`src/rtl/rotor_step_ctrl.sv`:
```
// Rotor stepping sequencer: loads rotor positions via a config port, then steps them per key.
// Build option ROTOR_DOUBLE_STEP_EN selects notch double-stepping; undefined gives a pure odometer.
module rotor_step_ctrl #(
  parameter int ALPHA   = 26,
  parameter int NOTCH_R = 21,
  parameter int NOTCH_M = 4,
  parameter int NOTCH_L = 16
) (
  input  logic       clk,
  input  logic       rst,
  input  logic       cfg_valid,
  input  logic [1:0] cfg_sel,
  input  logic [4:0] cfg_pos,
  input  logic       cfg_done,
  input  logic       cfg_start,
  output logic       cfg_err,
  input  logic       key_valid,
  output logic       key_ready,
  output logic       step_valid,
  output logic [4:0] pos_r,
  output logic [4:0] pos_m,
  output logic [4:0] pos_l,
  output logic       in_cfg
);

  localparam logic [5:0] ALPHA6  = 6'(ALPHA);
  localparam logic [4:0] NOTCH_R5 = 5'(NOTCH_R);
  localparam logic [4:0] NOTCH_M5 = 5'(NOTCH_M);

  typedef enum logic [1:0] {S_CONFIG, S_IDLE, S_HOLD} state_t;

  state_t     state_q;
  logic [4:0] pos_r_q, pos_m_q, pos_l_q;
  logic [4:0] pos_r_d, pos_m_d, pos_l_d;
  logic       key_ready_q, step_valid_q, cfg_err_q, in_cfg_q;
  logic       step_m, step_l, cfg_ok;

  // The left notch only exists for symmetry with the other rotors.
  logic unused_notch_l;
  assign unused_notch_l = ^5'(NOTCH_L);

  // Widen to 6 bits so the compare against ALPHA sees the carry; avoids a modulo.
  function automatic logic [4:0] wrap_inc(input logic [4:0] p, input logic en);
    logic [5:0] s;
    s = {1'b0, p} + {5'd0, en};
    if (s >= ALPHA6) s = 6'd0;
    return s[4:0];
  endfunction

  always_comb begin
`ifdef ROTOR_DOUBLE_STEP_EN
    step_m = (pos_r_q == NOTCH_R5) | (pos_m_q == NOTCH_M5);
    step_l = (pos_m_q == NOTCH_M5);
`else
    step_m = (pos_r_q == NOTCH_R5);
    step_l = (pos_m_q == NOTCH_M5) & step_m;
`endif
    pos_r_d = wrap_inc(pos_r_q, 1'b1);
    pos_m_d = wrap_inc(pos_m_q, step_m);
    pos_l_d = wrap_inc(pos_l_q, step_l);
    cfg_ok  = (cfg_sel != 2'd3) && ({1'b0, cfg_pos} < ALPHA6);
  end

  always_ff @(posedge clk) begin
    if (rst) begin
      state_q      <= S_CONFIG;
      pos_r_q      <= '0;
      pos_m_q      <= '0;
      pos_l_q      <= '0;
      key_ready_q  <= 1'b0;
      step_valid_q <= 1'b0;
      cfg_err_q    <= 1'b0;
      in_cfg_q     <= 1'b1;
    end else begin
      step_valid_q <= 1'b0;
      cfg_err_q    <= 1'b0;
      case (state_q)
        S_CONFIG: begin
          if (cfg_valid) begin
            if (cfg_ok) begin
              case (cfg_sel)
                2'd0:    pos_r_q <= cfg_pos;
                2'd1:    pos_m_q <= cfg_pos;
                2'd2:    pos_l_q <= cfg_pos;
                default: ;
              endcase
            end else begin
              cfg_err_q <= 1'b1;
            end
          end
          if (cfg_done) begin
            state_q     <= S_IDLE;
            in_cfg_q    <= 1'b0;
            key_ready_q <= 1'b1;
          end
        end
        S_IDLE: begin
          // A key beats a simultaneous cfg_start; the request is not remembered.
          if (key_valid) begin
            pos_r_q      <= pos_r_d;
            pos_m_q      <= pos_m_d;
            pos_l_q      <= pos_l_d;
            state_q      <= S_HOLD;
            key_ready_q  <= 1'b0;
            step_valid_q <= 1'b1;
          end else if (cfg_start) begin
            state_q     <= S_CONFIG;
            in_cfg_q    <= 1'b1;
            key_ready_q <= 1'b0;
          end
        end
        S_HOLD: begin
          state_q     <= S_IDLE;
          key_ready_q <= 1'b1;
        end
        default: begin
          state_q     <= S_CONFIG;
          in_cfg_q    <= 1'b1;
          key_ready_q <= 1'b0;
        end
      endcase
    end
  end

  assign pos_r      = pos_r_q;
  assign pos_m      = pos_m_q;
  assign pos_l      = pos_l_q;
  assign key_ready  = key_ready_q;
  assign step_valid = step_valid_q;
  assign cfg_err    = cfg_err_q;
  assign in_cfg     = in_cfg_q;

endmodule

```
`config.mk`:
```
export PLATFORM = sky130hd
export DESIGN_NAME = rotor_step_ctrl
export DESIGN_NICKNAME = d
export VERILOG_FILES = /design/src/rtl/rotor_step_ctrl.sv
export SDC_FILE = /design/constraint.sdc
export NUM_CORES = 1
export LEC_CHECK = 0
export CORE_MARGIN = 4
export CORE_UTILIZATION = 45
export DETAILED_ROUTE_END_ITERATION = 8
export PLACE_DENSITY = 0.72
export SETUP_SLACK_MARGIN = 0.3
export SYNTH_ARGS = -nofsm -noshare
export SYNTH_HDL_FRONTEND = slang
export SYNTH_SLANG_ARGS = --single-unit
```
`constraint.sdc`:
```
create_clock -name clk -period 3.1 [get_ports clk]
set_clock_uncertainty 0.05 [all_clocks]
set_input_delay 0.93 -clock clk [delete_from_list [all_inputs] [get_ports clk]]
set_output_delay 0.93 -clock clk [all_outputs]
set_load 0.02 [all_outputs]
```
---- Yosys cells after proc, flatten, opt, wreduce, memory -nomap -nowiden ----
Cells that the tools add are included.
storage, ports and cells
  logic and storage cells ................. 80
  output and inout port bits .............. 19
  bits of input ports ..................... 13
  register bits ........................... 21
cells by class
  equality and inequality tests ........... 17
  add/sub/neg operators ................... 3
  bitwise gates (word level) .............. 5
  magnitude comparators ................... 4
  multiplexer cells ....................... 32
  reductions and logical operators ........ 11
operators by type and width
  operator                                                                count
  5-bit 2-to-1 mux                                                        15
  5-bit one-hot mux with 2 select lines                                   3
  6-bit by 5-bit >= comparator with 1-bit output (second input constant)  3
  5-bit AND reduction                                                     3
  2-bit != test (second input constant)                                   7
  5-bit by 1-bit adder with 6-bit output                                  2
  1-bit 2-to-1 mux                                                        8
  5-bit by 1-bit adder with 6-bit output (second input constant)          1
  2-bit 2-to-1 mux                                                        3
  2-bit by 1-bit != test with 1-bit output (second input constant)        3
  1-bit one-hot mux with 3 select lines                                   2
  2-bit one-hot mux with 3 select lines                                   1
  5-bit by 3-bit equality test with 1-bit output (second input constant)  1
  5-bit equality test (second input constant)                             1
  5-bit < comparator (second input constant)                              1
  2-bit by 1-bit equality test with 1-bit output (second input constant)  2
  2-bit equality test (second input constant)                             2
  2-bit zero test                                                         2
  1-bit inverter                                                          4
  4-bit AND reduction                                                     1
  3-bit != test (second input constant)                                   1
  3-bit OR reduction                                                      1
  2-bit AND reduction                                                     1
  2-bit nonzero test                                                      1
  3 further kinds                                                         3

---- Depth between registers and ports, before layout ----
  word-level depth ........................ 7
  gate-level depth with buffers ........... 12
  depth with buffers taken out ............ 12

---- Worst setup path before layout ----
No wires, ideal clock.
  path kind ............................... reg2reg
  start ................................... register pos_m_q[2], in the netlist pos_m[2]
  end ..................................... register pos_l_q[2], in the netlist pos_l[2]
  buffers on the path ..................... 1
  period minus slack after synthesis ...... 3.032 ns
  stages on the path, launching flop included .. 12
  required time ........................... 2.923 ns
  library setup time ...................... 0.127 ns
  arrival ................................. 2.855 ns
  path slack .............................. 0.068 ns
  path through ............................ dfxtp_1 clkbuf_1 or4b_2 nor3b_1 ha_1 ha_1 nand3_1 o31ai_1 a21oi_2 and4_1 a311oi_1 o21ai_1
on the way
  longest elaborated chain between the ends .. 7
ends and longest elaborated chain
  element                                           RTL line  RTL
  start: declaration                                33        logic [4:0] pos_r_q, pos_m_q, pos_l_q;
  start signal: assignment                          83        2'd1: pos_m_q <= cfg_pos;
  start signal: assignment                          101       pos_m_q <= pos_m_d;
  5-bit by 3-bit equality test with 1-bit output *  56        step_l = (pos_m_q == NOTCH_M5) & step_m;
  1-bit bitwise AND *                               56
  5-bit by 1-bit adder with 6-bit output *          45        s = {1'b0, p} + {5'd0, en};
  6-bit by 5-bit >= comparator with 1-bit output    46        if (s >= ALPHA6) s = 6'd0;
  5-bit 2-to-1 mux *                                46
  5-bit 2-to-1 mux *                                99        if (key_valid) begin
  5-bit one-hot mux with 2 select lines *           77        case (state_q)
  end signal: assignment                            84        2'd2: pos_l_q <= cfg_pos;
  end signal: assignment                            102       pos_l_q <= pos_l_d;
  end: declaration                                  33
Mark *: on every way between the ends. The rest lies on a longest branch, timed or not. The select of a mux whose other input is x is not followed.
A chain may end at the register's enable or synchronous reset.

---- Final worst setup path ----
  start ................................... register pos_m_q[4], in the netlist pos_m[4]
  end ..................................... register pos_l_q[2], in the netlist pos_l[2]
The elaborated chain is that of the path after synthesis.

==> results_dict.tcl <==
set metrics [dict create \
    synth_seq_cells 21 \
    p_int_uw 438 \
    use_met2_pct 32.2 \
    power_frac_clock_pct 20.4 \
    antenna_found_initial 0 \
    drc 0 \
    power_frac_comb_pct 31.6 \
    rsz0062_at_grt "no" \
    routed-via-count 1591 \
    grt_use_met3_pct 4.85 \
    muxShareOfSynthArea_pct 0 \
    root_buffer "clkbuf_4" \
    critPathArrivalTime_ps 2850 \
    track_usage_pct 20.0 \
    clk-insertion-delay-late_ps 310 \
    antenna_left 0 \
    layout_commonest_cell "clkdlybuf4s50_1" \
    synth-edff-count 0 \
    nNetsFinal 243 \
    p_leak_nw 0.690 \
    synth_area_per_cell_um2 7.74 \
    fp.dieArea_mm2 0.00423 \
    cts_made_buffers 3 \
    die_y_um 65.0 \
    layout-drive-gt1-share_pct 17.0 \
    portBuffers 31 \
    async_reset_ff_share_pct 0 \
    clockBufferDepth 2 \
    synth_top_family_by_area "simple AND/OR/NAND/NOR gates" \
    cp.required_ps 3260 \
    cp-end-kind "flop" \
    grt_pass1_wl_mm 6.76 \
    yosysSeqAreaShare_pct 28.7 \
    synth_compound_area_share_pct 29.5 \
    dpl.hpwl_mm 3.12 \
    firstDrtPassIters 4 \
    top_usage_layer "met2" \
    hold_violations 0 \
    final.min_clock_period_ps 2690 \
    synth.distinct_cells 47 \
    synthSimpleGateAreaFrac_pct 31.4 \
    diodes 0 \
    fmax_ghz 0.372 \
    start_util_pct 47.5 \
    synth_nets 208 \
    max_cap_violations 0 \
    cts_tree "done" \
    synthAdderAreaFrac_pct 5.13 \
    cts.htree.levels 1 \
    syn-cell-area_mm2 0.00146 \
    use_met1_pct 27.0 \
    crit_type "flop to flop" \
    status "finished, final reports clean" \
    rows 20 \
    core-area_mm2 0.00308 \
    numClockSinks 21 \
    syn_to_final_growth_pct 33.2 \
    hold_class "flop to flop" \
    place_congestion 0.892 \
    routed_wl_mm 4.29 \
    report.power.total_uw 663 \
    setup_tns_ps 0 \
    cp_max_fo 5 \
    first_iter_violations 124 \
    report.final.slew_viol_count 0 \
    ios 32 \
    seq_power_share_pct 48.1 \
    die_x_um 65.0 \
    ir_worst_vdd_mv 0.359 \
    setup_viol 0 \
    syn_inst 189 \
    synthFlopType "dfxtp_1" \
    startpoint_type "flop" \
    tightest_slew_ps 568 \
    grt_max_degree 25 \
    cts.clk_slew.worst_paths_ps 120 \
    first_global_vias 1467 \
    max_slew_margin_pct 62.1 \
    gr-total-overflow 0 \
    wl_per_cell_um 16.1 \
    synth_xor_area_share_pct 0 \
    routed_via_density 5.96 \
    min_period_over_period_pct 86.8 \
    switching_share_pct 34.0 \
    yosys_warnings 0 \
    p_sw_uw 225 \
    powerDensity_mw_per_mm2 340 \
    layout_common_cells "clkdlybuf4s50_1 (31), nand2_1 (24), dfxtp_1 (14), nor2_1 (11), o21ai_0 (11)" \
]
==> final timing paths <==
| kind | from | endpoint | slack (ps) | cells after the start |
|---|---|---|---|---|
| max | pos_m[4] | pos_l[2] | 410 | 10 |
| min | key_ready | key_ready | 450 | 2 |
| max reg2reg | pos_m[4] | pos_l[2] | 410 | 10 |
| min reg2reg | key_ready | key_ready | 450 | 2 |
==> area by class of cell <==
type / count / area, µm²
Clock buffer: 4 / 26.3
Tap cell: 44 / 55.1
Fill cell: 280 / 1130
Sequential cell: 21 / 437
Timing Repair Buffer: 40 / 378
Multi-Input combinational cell: 149 / 1020
Inverter: 9 / 33.8
==> Yosys cell counts, types with 5 or more instances <==
master / count / area, µm²
nand2_1: 24 / 90.1
dfxtp_1: 21 / 420
nor2_1: 12 / 45.0
o21ai_0: 11 / 55.1
a21oi_1: 10 / 50.1
inv_1: 9 / 33.8
nand3_1: 8 / 40.0
nor3_1: 8 / 40.0
clkbuf_1: 6 / 22.5
ha_1: 6 / 75.1
nor2b_1: 6 / 37.5
a31oi_1: 5 / 31.3
==> registers in the layout, summed over array words and instances, names as in the netlist <==
| signal | cells |
|---|---|
| pos_l | 5 |
| pos_m | 5 |
| pos_r | 5 |
| state_q | 2 |
| cfg_err | 1 |
| in_cfg | 1 |
| key_ready | 1 |
| step_valid | 1 |
==> critical path: stages (launching register included) <==
cell      delay (ps)
dfxtp_4          360
or4b_4           530
nor3b_2          200
ha_2             230
ha_4             140
a21bo_2          240
o31ai_4          220
a21oi_2           90
and4_1           220
a311oi_1         210
o21ai_1           90
==> per-stage QoR <==
step                      hold WS, ps  utilization, %  instances  setup WS (ps)  cell area (µm²)
after global placement            424            60.0        258            207             1850
after CTS                         449            61.2        263            318             1880
after global routing              475            63.3        267            299             1950
after floorplan                   461               -        189            370             1510
after detailed placement          432            60.0        258            158             1850
final                             454            63.3        267            408             1950
==> repair_timing <==
item                       in CTS  in global routing
setup endpoints to repair       1                  8
hold buffers                    0                  0
resized for setup               1                 11
pin swaps                       1                  4
buffers inserted                1                  4
==> metal layers <==
layer  routed length [µm]  vias to the layer above
met1                 1960                      761
met2                 2030                       47
met4                   82                        0
met3                  215                        8
met5                    0                        -
li1                     -                      775
==> power by group through the flow <==
stage	clock (mW)	combinational [mW]	sequential, mW
2_1_floorplan	0	0.101	0.337
3_3_place_gp	0	0.193	0.322
3_5_place_dp	0	0.197	0.324
4_1_cts	0.140	0.198	0.318
5_1_grt	0.145	0.224	0.322
6_report	0.135	0.209	0.319
==> cell families (layout without fill, tap and decap cells) <==
logic type,after synthesis,count (layout)
compound gates,59,59
fa+ha+maj,6,6
buf+inv,19,53
flops,21,21
simple gates,84,84
Note: power is estimated with default switching activity, not from simulation.
